File: src/rtl/ground_scroll_ctrl.sv
// Ground strip sequencer: scroll offset, band flag, stripe texture and ground-hit event.
// Latency 1 cycle, no backpressure; stripe texture is built only with GROUND_STRIPE_EN defined.
module ground_scroll_ctrl #(
  parameter int GROUND_TOP = 465,
  parameter int GROUND_BOT = 479,
  parameter int SCROLL_W   = 5
) (
  input  logic                clk,
  input  logic                reset_n,
  input  logic [9:0]          x,
  input  logic [9:0]          y,
  input  logic                frame_tick,
  input  logic                start,
  input  logic                ext_hit,
  input  logic [9:0]          bird_bottom,
  input  logic [2:0]          speed,
  output logic                ground_on,
  output logic                ground_stripe,
  output logic                ground_hit,
  output logic [SCROLL_W-1:0] scroll,
  output logic                running,
  output logic                halted
);

  localparam logic [9:0] TOP = 10'(GROUND_TOP);
  localparam logic [9:0] BOT = 10'(GROUND_BOT);

  typedef enum logic [1:0] {IDLE, RUN, HALT} state_t;

  state_t                state, state_nxt;
  logic [SCROLL_W-1:0]   scroll_nxt;
  logic                  hit_nxt;
  logic                  in_band;
  logic                  stripe_bit;

  always_ff @(posedge clk or negedge reset_n) begin
    if (!reset_n) begin
      state      <= IDLE;
      scroll     <= '0;
      ground_hit <= 1'b0;
    end else begin
      state      <= state_nxt;
      scroll     <= scroll_nxt;
      ground_hit <= hit_nxt;
    end
  end

  // A ground landing outranks a pipe collision, and any hit suppresses that frame's advance.
  always_comb begin
    state_nxt  = state;
    scroll_nxt = scroll;
    hit_nxt    = 1'b0;
    case (state)
      IDLE: begin
        scroll_nxt = '0;
        if (start) state_nxt = RUN;
      end
      RUN: begin
        if (bird_bottom >= TOP) begin
          hit_nxt   = 1'b1;
          state_nxt = HALT;
        end else if (ext_hit) begin
          state_nxt = HALT;
        end else if (frame_tick) begin
          scroll_nxt = scroll + SCROLL_W'(speed);
        end
      end
      HALT: begin
        if (start) begin
          state_nxt  = IDLE;
          scroll_nxt = '0;
        end
      end
      default: begin
        state_nxt  = IDLE;
        scroll_nxt = '0;
      end
    endcase
  end

  assign in_band = (y >= TOP) && (y <= BOT);

`ifdef GROUND_STRIPE_EN
  logic [9:0] stripe_sum;
  // Row offset makes the stripes diagonal; it is only meaningful inside the band.
  assign stripe_sum = x + 10'(scroll) + (y - TOP);
  assign stripe_bit = in_band & stripe_sum[3];
`else
  logic unused_x;
  assign unused_x   = ^x;
  assign stripe_bit = 1'b0;
`endif

  always_ff @(posedge clk or negedge reset_n) begin
    if (!reset_n) begin
      ground_on     <= 1'b0;
      ground_stripe <= 1'b0;
    end else begin
      ground_on     <= in_band;
      ground_stripe <= stripe_bit;
    end
  end

  assign running = (state == RUN);
  assign halted  = (state == HALT);

endmodule

File: config.mk
export PLATFORM = sky130hd
export DESIGN_NAME = ground_scroll_ctrl
export DESIGN_NICKNAME = d
export VERILOG_FILES = /design/src/rtl/ground_scroll_ctrl.sv
export SDC_FILE = /design/constraint.sdc
export NUM_CORES = 1
export LEC_CHECK = 0
export ABC_AREA = 0
export CORE_UTILIZATION = 28
export DETAILED_ROUTE_END_ITERATION = 12
export PLACE_DENSITY = 0.75
export SYNTH_ARGS = -nofsm -noshare
export SYNTH_HDL_FRONTEND = slang
export SYNTH_SLANG_ARGS = --single-unit
File: constraint.sdc
create_clock -name clk -period 1.35 [get_ports clk]
set_input_delay 0.3375 -clock clk [delete_from_list [all_inputs] [get_ports clk]]
set_output_delay 0.3375 -clock clk [all_outputs]
set_load 0.02 [all_outputs]
==> impl_metrics.tcl <==
set metrics [dict create \
    grt_max_degree 10 \
    synth_top_area_share_pct 40.4 \
    layout-drive-gt1-share_pct 38.1 \
    p_comb_share_pct 46.2 \
    worstPathArrival_ns 1.68 \
    cts_sinks 9 \
    period_needed_ns 1.50 \
    power_density_nw_per_um2 927 \
    endpoint_kind "flop" \
    netlist_instances 55 \
    swShare_pct 35.1 \
    reg2reg_from "scroll[0]" \
    vias_per_cell 4.82 \
    reg2reg_to "scroll[4]" \
    cap_violations 0 \
    cts_tree "yes" \
    p_seq_share_pct 33.2 \
    synth_area_um2 558 \
    synthTopCellsByCount "9 x dfrtp_1, 7 x nand2_1, 4 x nor2_1" \
    ys_seq_elements 9 \
    fp.dieH_um 46.6 \
    die_area_um2 2180 \
    violations "negative setup slack" \
    io_pins 48 \
    grt_pass1_wl_um 2280 \
    irDropWorstVdd_v 0.000708 \
    drt-pass1-iter-count 4 \
    start_kind "flop" \
    cts_max_path_buffers 2 \
    rsz0062_at_grt "yes" \
    p_sw_uw 367 \
    reg2regPathDepth 6 \
    start_util_pct 31.0 \
    fin_crit_sh_pct 111 \
    fmax_ghz 0.669 \
    hold_viol 0 \
    synth_edf_count 0 \
    path_clk_slew_ns 0.06 \
    final-setup-viol-count 3 \
    portBuffers 36 \
    crit_path_max_incr_delay_ns 0.40 \
    critical_path_required_ns 1.54 \
    dieWidth_um 46.6 \
    crit_path_max_fanout 2 \
    path_cells "ha_4, fa_2, a21o_1, nand3_2, or4_1, o211ai_1" \
    ys_warn_count 0 \
    grt_overflow 0 \
    antenna_found_initial 0 \
    grt_pass1_vias 582 \
    wl_um 1580 \
    rrSetupSlack_ns -0.15 \
    fin_setup_tns_ns -0.300 \
    outcome "complete, but fails checks" \
    drt_iter0_drc 12 \
    fin_ws_ns -0.145 \
    synth_cell_types 29 \
    synth_ff_type "dfrtp_1" \
    core_um2 1800 \
    ant_nets 0 \
    via_count 627 \
    p_clk_share_pct 20.6 \
    met3WireLength_um 97 \
    num_rows 15 \
    hold_buffers 0 \
    place_hpwl_um 1250 \
    htree_levels 1 \
    place_ws_ns -0.645 \
    cp_slowest_cell "or4_1" \
    antennaDiodeCount 0 \
    synthTopCellsByArea "dfrtp_1 40%, ha_1 6.7%, nand2_1 4.7%" \
    hp-class "in -> async" \
    syn_to_final_growth_pct 102 \
    fillers 156 \
    clock_skew_ns 0.00412 \
    nets 148 \
    yosysMostFrequentCell "dfrtp_1" \
    syn_nets 97 \
    met1_length_um 616 \
    synthArstFlopShare_pct 100 \
    maxSlewViolCount 0 \
    cellLeakagePower_uw 0.000526 \
    wl_met2_um 838 \
    synth_area_leader_cell "dfrtp_1" \
    root_buffer "clkbuf_4" \
    avgSynthCellArea_um2 10.1 \
    numCtsBuffers 3 \
    drcViolationCount 0 \
    intPower_uw 680 \
    crit_type "reg -> reg" \
    yosysSeqAreaShare_pct 40.4 \
    avgRoutedWirePerCell_um 12.2 \
    grt_usage_pct 15.3 \
    routed.top_layer "met4" \
    clk_latency_ns 0.27 \
    gp_congestion 0.766 \
]
[logic make-up after synthesis]
kind of cell | count (synthesis) | synth area share, %
buffers and inverters | 3 | 2.69
and+or+nand+nor | 24 | 24.9
other | 1 | 0.672
adders and majority gates | 4 | 10.3
AOI/OAI and AO/OA | 13 | 19.5
xor gates and xnor gates | 1 | 1.57
DFF | 9 | 40.4
[registers in the layout, summed over array words and instances (netlist names)]
register,flops
ground_hit,1
ground_on,1
scroll,5
state,2
[cell type report]
type	instances	area, um^2	area share, %
Inverter	2	7.51	0.664
Tap cell	25	31.3	2.77
Timing Repair Buffer	47	414	36.7
Sequential cell	9	228	20.2
Clock buffer	4	26.3	2.33
Multi-Input combinational cell	43	423	37.4
[power groups by stage]
stage	Combinational [uW]	Sequential [uW]	Clock, uW
after global routing	521	351	243
after CTS	433	339	212
after floorplan	181	355	0
final	483	348	216
after detailed placement	446	343	0
after global placement	444	340	0
[cell usage in the layout (no fill, tap or decap), types with 2 or more instances in the layout]
cell type        netlist  layout
a21o_1                 2       2
o211ai_1               2       2
or4_1                  2       2
dfrtp_2                0       2
buf_2                  0       3
clkdlybuf4s50_1        0      14
buf_4                  1       9
clkbuf_4               0       3
nor2_4                 0       2
ha_4                   0       3
dlygate4sd2_1          0      16
dfrtp_1                9       7
nand2_1                7       6
o2bb2ai_1              3       2
buf_6                  0       3
[metal layers]
metal,global-route usage [%],vias up
li1,-,301
met1,16.4,293
met5,0,-
met4,5.14,0
met3,6.67,4
met2,26.7,29
[critical path, delay by kind of cell, from the launching register on]
family          cells  cell delay (ns)
fa+ha+maj           2             0.34
compound gates      2             0.22
flops               1             0.38
simple gates        2             0.48
[stage by stage]
step                      area (um^2)  utilization, %  instances  total power [uW]  hold slack (ns)
after global placement           1030            57.3        123               783            0.575
after detailed placement         1030            57.3        123               789            0.580
after CTS                        1070            59.2        128               984            0.393
after global routing             1130            62.7        130              1120            0.399
final                            1130            62.7        130              1050            0.366
after floorplan                   588               -         55               536           0.0419
[worst max path at each step]
| stage | endpoint | depth (start not counted) | start |
|---|---|---|---|
| global route | scroll[4] | 6 | scroll[0] |
| CTS | scroll[4] | 6 | scroll[0] |
| finish | scroll[4] | 6 | scroll[0] |
| global placement | scroll[4] | 7 | speed[0] |
| detailed placement | scroll[4] | 7 | speed[0] |
| floorplan | scroll[4] | 6 | scroll[0] |
[timing repair]
item / 4_1_cts / 5_1_grt
cloned: 0 / 0
setup endpoints to repair: 17 / 7
resized for setup: 42 / 15
pin swaps: 8 / 3
buffers inserted: 1 / 2
No activity file was read; power rests on OpenSTA's default activity.
==> RTL change: new RTL, config.mk and constraints unchanged <==
Remove the register `ground_on`: a continuous assignment takes its place, so the output `ground_on` follows one clock earlier.
--- a/src/rtl/ground_scroll_ctrl.sv
+++ b/src/rtl/ground_scroll_ctrl.sv
@@ -93,13 +93,13 @@
 
   always_ff @(posedge clk or negedge reset_n) begin
     if (!reset_n) begin
-      ground_on     <= 1'b0;
       ground_stripe <= 1'b0;
     end else begin
-      ground_on     <= in_band;
       ground_stripe <= stripe_bit;
     end
   end
+
+  assign ground_on = in_band;
 
   assign running = (state == RUN);
   assign halted  = (state == HALT);
Formal check against the unedited RTL: not equivalent (a bounded check fails within 4 cycles, from zero or initial values and one cycle with reset_n low).
==> RTL change against the original RTL <==
- the flow still finishes with violations (setup timing)
- final area grew 4.9%
- first-iteration DRC count grew 8.3%
- power grew 1.7%
- routed wire length grew 16%
- worst hold slack lost 0.0063 ns
- area after synthesis shrank 4.5%
- worst setup slack lost 0.035 ns
- synthesized cell count shrank 1.8%
- sequential cell count shrank 1
- cell count grew 3.1%
- highest routed layer is now met3
==> RTL change: results (changes against the original RTL) <==
Run status
  – Violated checks: setup timing (unchanged)
  – Status: finished, violations left (unchanged)

Clock tree
  – Inserted Clock Buffers: 3 (unchanged)
  – Clk pin slew, worst setup/hold paths: 0.07 ns
  – Worst-Skew Late Latency: 0.26 ns
  – Clock root cell: clkbuf_4 (unchanged)
  – H-Tree Depth: 1 (unchanged)

Detailed routing
  – DR WL met2: 964 microns (was 838 microns)
  – Total number of vias: 664 (was 627)
  – Wl on met1: 702 microns (was 616 microns)
  – DRT iter0 DRCs: 13 (was 12)
  – Routed wl met3: 163 microns (was 97 microns)
  – Pre-antenna DRT Iters: 4 (unchanged)
  – Top sig layer: met3 (was met4)
  – Total Wirelength: 1830 microns (was 1580 microns)

GRT
  – GR Util All Layers: 19.4% (was 15.3%)
  – Antenna violations before repair: 0 (unchanged)
  – First-pass GRT wire length: 2830 microns (was 2280 microns)
  – Vias in the first global route: 696 (was 582)
  – Largest net degree at the start of global routing: 9 (was 10)

Synth
  – Syn Nets: 96 (was 97)
  – YS warnings: 0 (unchanged)
  – Register area share after synthesis: 37.6% (was 40.4%)
  – Synth top area cells: dfrtp_1, ha_1, nand2_1, o2bb2ai_1, fa_1 (unchanged)
  – Cell area after synthesis: 533 sq um (was 558 sq um)
  – Synth Area in Compound Gates: 20.4% (was 19.5%)
  – Adder-cell share of the synthesized area: 10.8% (was 10.3%)
  – Post-Synth XOR/XNOR Area: 1.64% (was 1.57%)
  – Synth cell count leaders: dfrtp_1, nand2_1, nor2_1 (unchanged)

Finish
  – Nets@finish: 152 (was 148)
  – Fin area: 0.00118 sq mm (was 0.00113 sq mm)
  – # diodes: 0 (unchanged)
  – Biggest regs: scroll: 5 flops, state: 2 flops, ground_hit: 1 flops (was scroll: 5 flops, state: 2 flops)
  – Layout cells sized above 1: 51.4% (was 38.1%)
  – # fillers: 144 (was 156)

STA
  – Sum of negative setup slack: -0.531 ns (was -0.300 ns)
  – Worst Clk Skew: 0.0171 ns (was 0.00412 ns)
  – Setup WS post-layout: -0.180 ns (was -0.145 ns)
  – Setup Viol. Count Final: 5 (was 3)

Worst setup path
  – WP data arrival: 1.69 ns
  – Slowest-stage cell, CP: or4_1 (unchanged)
  – Slowest stage delay, CP: 0.40 ns (about the same)
  – Worst Path Max Fanout: 2 (unchanged)
  – Worst reg2reg path depth: 6 (unchanged)

Worst hold path
  – Worst Hold Class: input pin to async pin (unchanged)

Placement
  – Post-DP HPWL: 1220 microns (was 1250 microns)
  – # port buffers: 36 (unchanged)
  – Dpl cell area: 0.00101 sq mm (was 0.00103 sq mm)
  – RD Place Congestion: 0.687 (was 0.766)

Power
  – Worst IR Drop VDD: 0.514 mV (was 0.708 mV)
  – Psw: 0.385 mW (was 0.367 mW)
  – Leak Pwr: 0.586 nW (was 0.526 nW)
[RTL change: cell types whose count changed in the layout (fill, tap and decap cells not counted), moves of 2 or more]
cell	delta
buf_4	+4
dlymetal6s2s_1	+4
clkdlybuf4s50_1	-10
o2bb2ai_1	-2
buf_6	+3
clkbuf_2	+4
o2bb2ai_2	+2
clkdlybuf4s15_1	+2
[RTL change: per-layer routing]
layer / up-vias / global-route usage (%)
met5: - / 0
met3: 0 / 6.75
li1: 312 / -
met1: 306 / 22.0
met2: 46 / 32.6
met4: 0 / 8.48
[RTL change: kinds of logic (layout without fill, tap and decap cells)]
kind of cell | Yosys count | after routing
AOI/OAI and AO/OA | 13 | 13
adders and majority gates | 4 | 4
buffers and inverters | 3 | 58
DFF | 8 | 8
other | 1 | 1
and+or+nand+nor | 24 | 24
xor gates and xnor gates | 1 | 1
[RTL change: power groups by stage]
stage,sequential (mW),clock (mW),combinational (mW)
after CTS,0.317,0.212,0.497
after detailed placement,0.314,0,0.453
after global placement,0.310,0,0.446
after global routing,0.326,0.225,0.576
after floorplan,0.322,0,0.179
final,0.318,0.209,0.539
[RTL change: metrics by stage]
| step | instances | power [mW] | hold WS (ns) | setup slack, ns |
|---|---|---|---|---|
| finish | 134 | 1.07 | 0.360 | -0.180 |
| detailed placement | 125 | 0.767 | 0.585 | -0.811 |
| CTS | 135 | 1.03 | 0.362 | -0.334 |
| global route | 134 | 1.13 | 0.383 | -0.272 |
| global placement | 125 | 0.756 | 0.568 | -0.739 |
| floorplan | 54 | 0.501 | 0.0419 | -0.203 |
[RTL change: worst paths after layout]
check                            end  slack, ns            from
hold reg to reg            scroll[1]       0.61       scroll[1]
hold / removal             scroll[1]       0.36         reset_n
min in group clk           scroll[3]       0.53  bird_bottom[9]
max in group asynchronous  scroll[0]       0.69         reset_n
setup reg to reg           scroll[4]      -0.18       scroll[0]
setup / recovery           scroll[4]      -0.18       scroll[0]
[RTL change: cell type report]
class / instances / area share, %
sequential: 8 / 17.1
clock buffer: 4 / 2.22
tap: 25 / 2.64
timing repair buffer: 52 / 38.3
inverter: 2 / 0.634
multi-input combinational: 43 / 39.1
[RTL change: repair_timing]
action / in CTS / in global routing
pin swaps: 15 / 13
gates resized for setup: 65 / 31
endpoints found under the setup margin: 17 / 9
hold buffers: 0 / 0
buffers inserted: 6 / 2
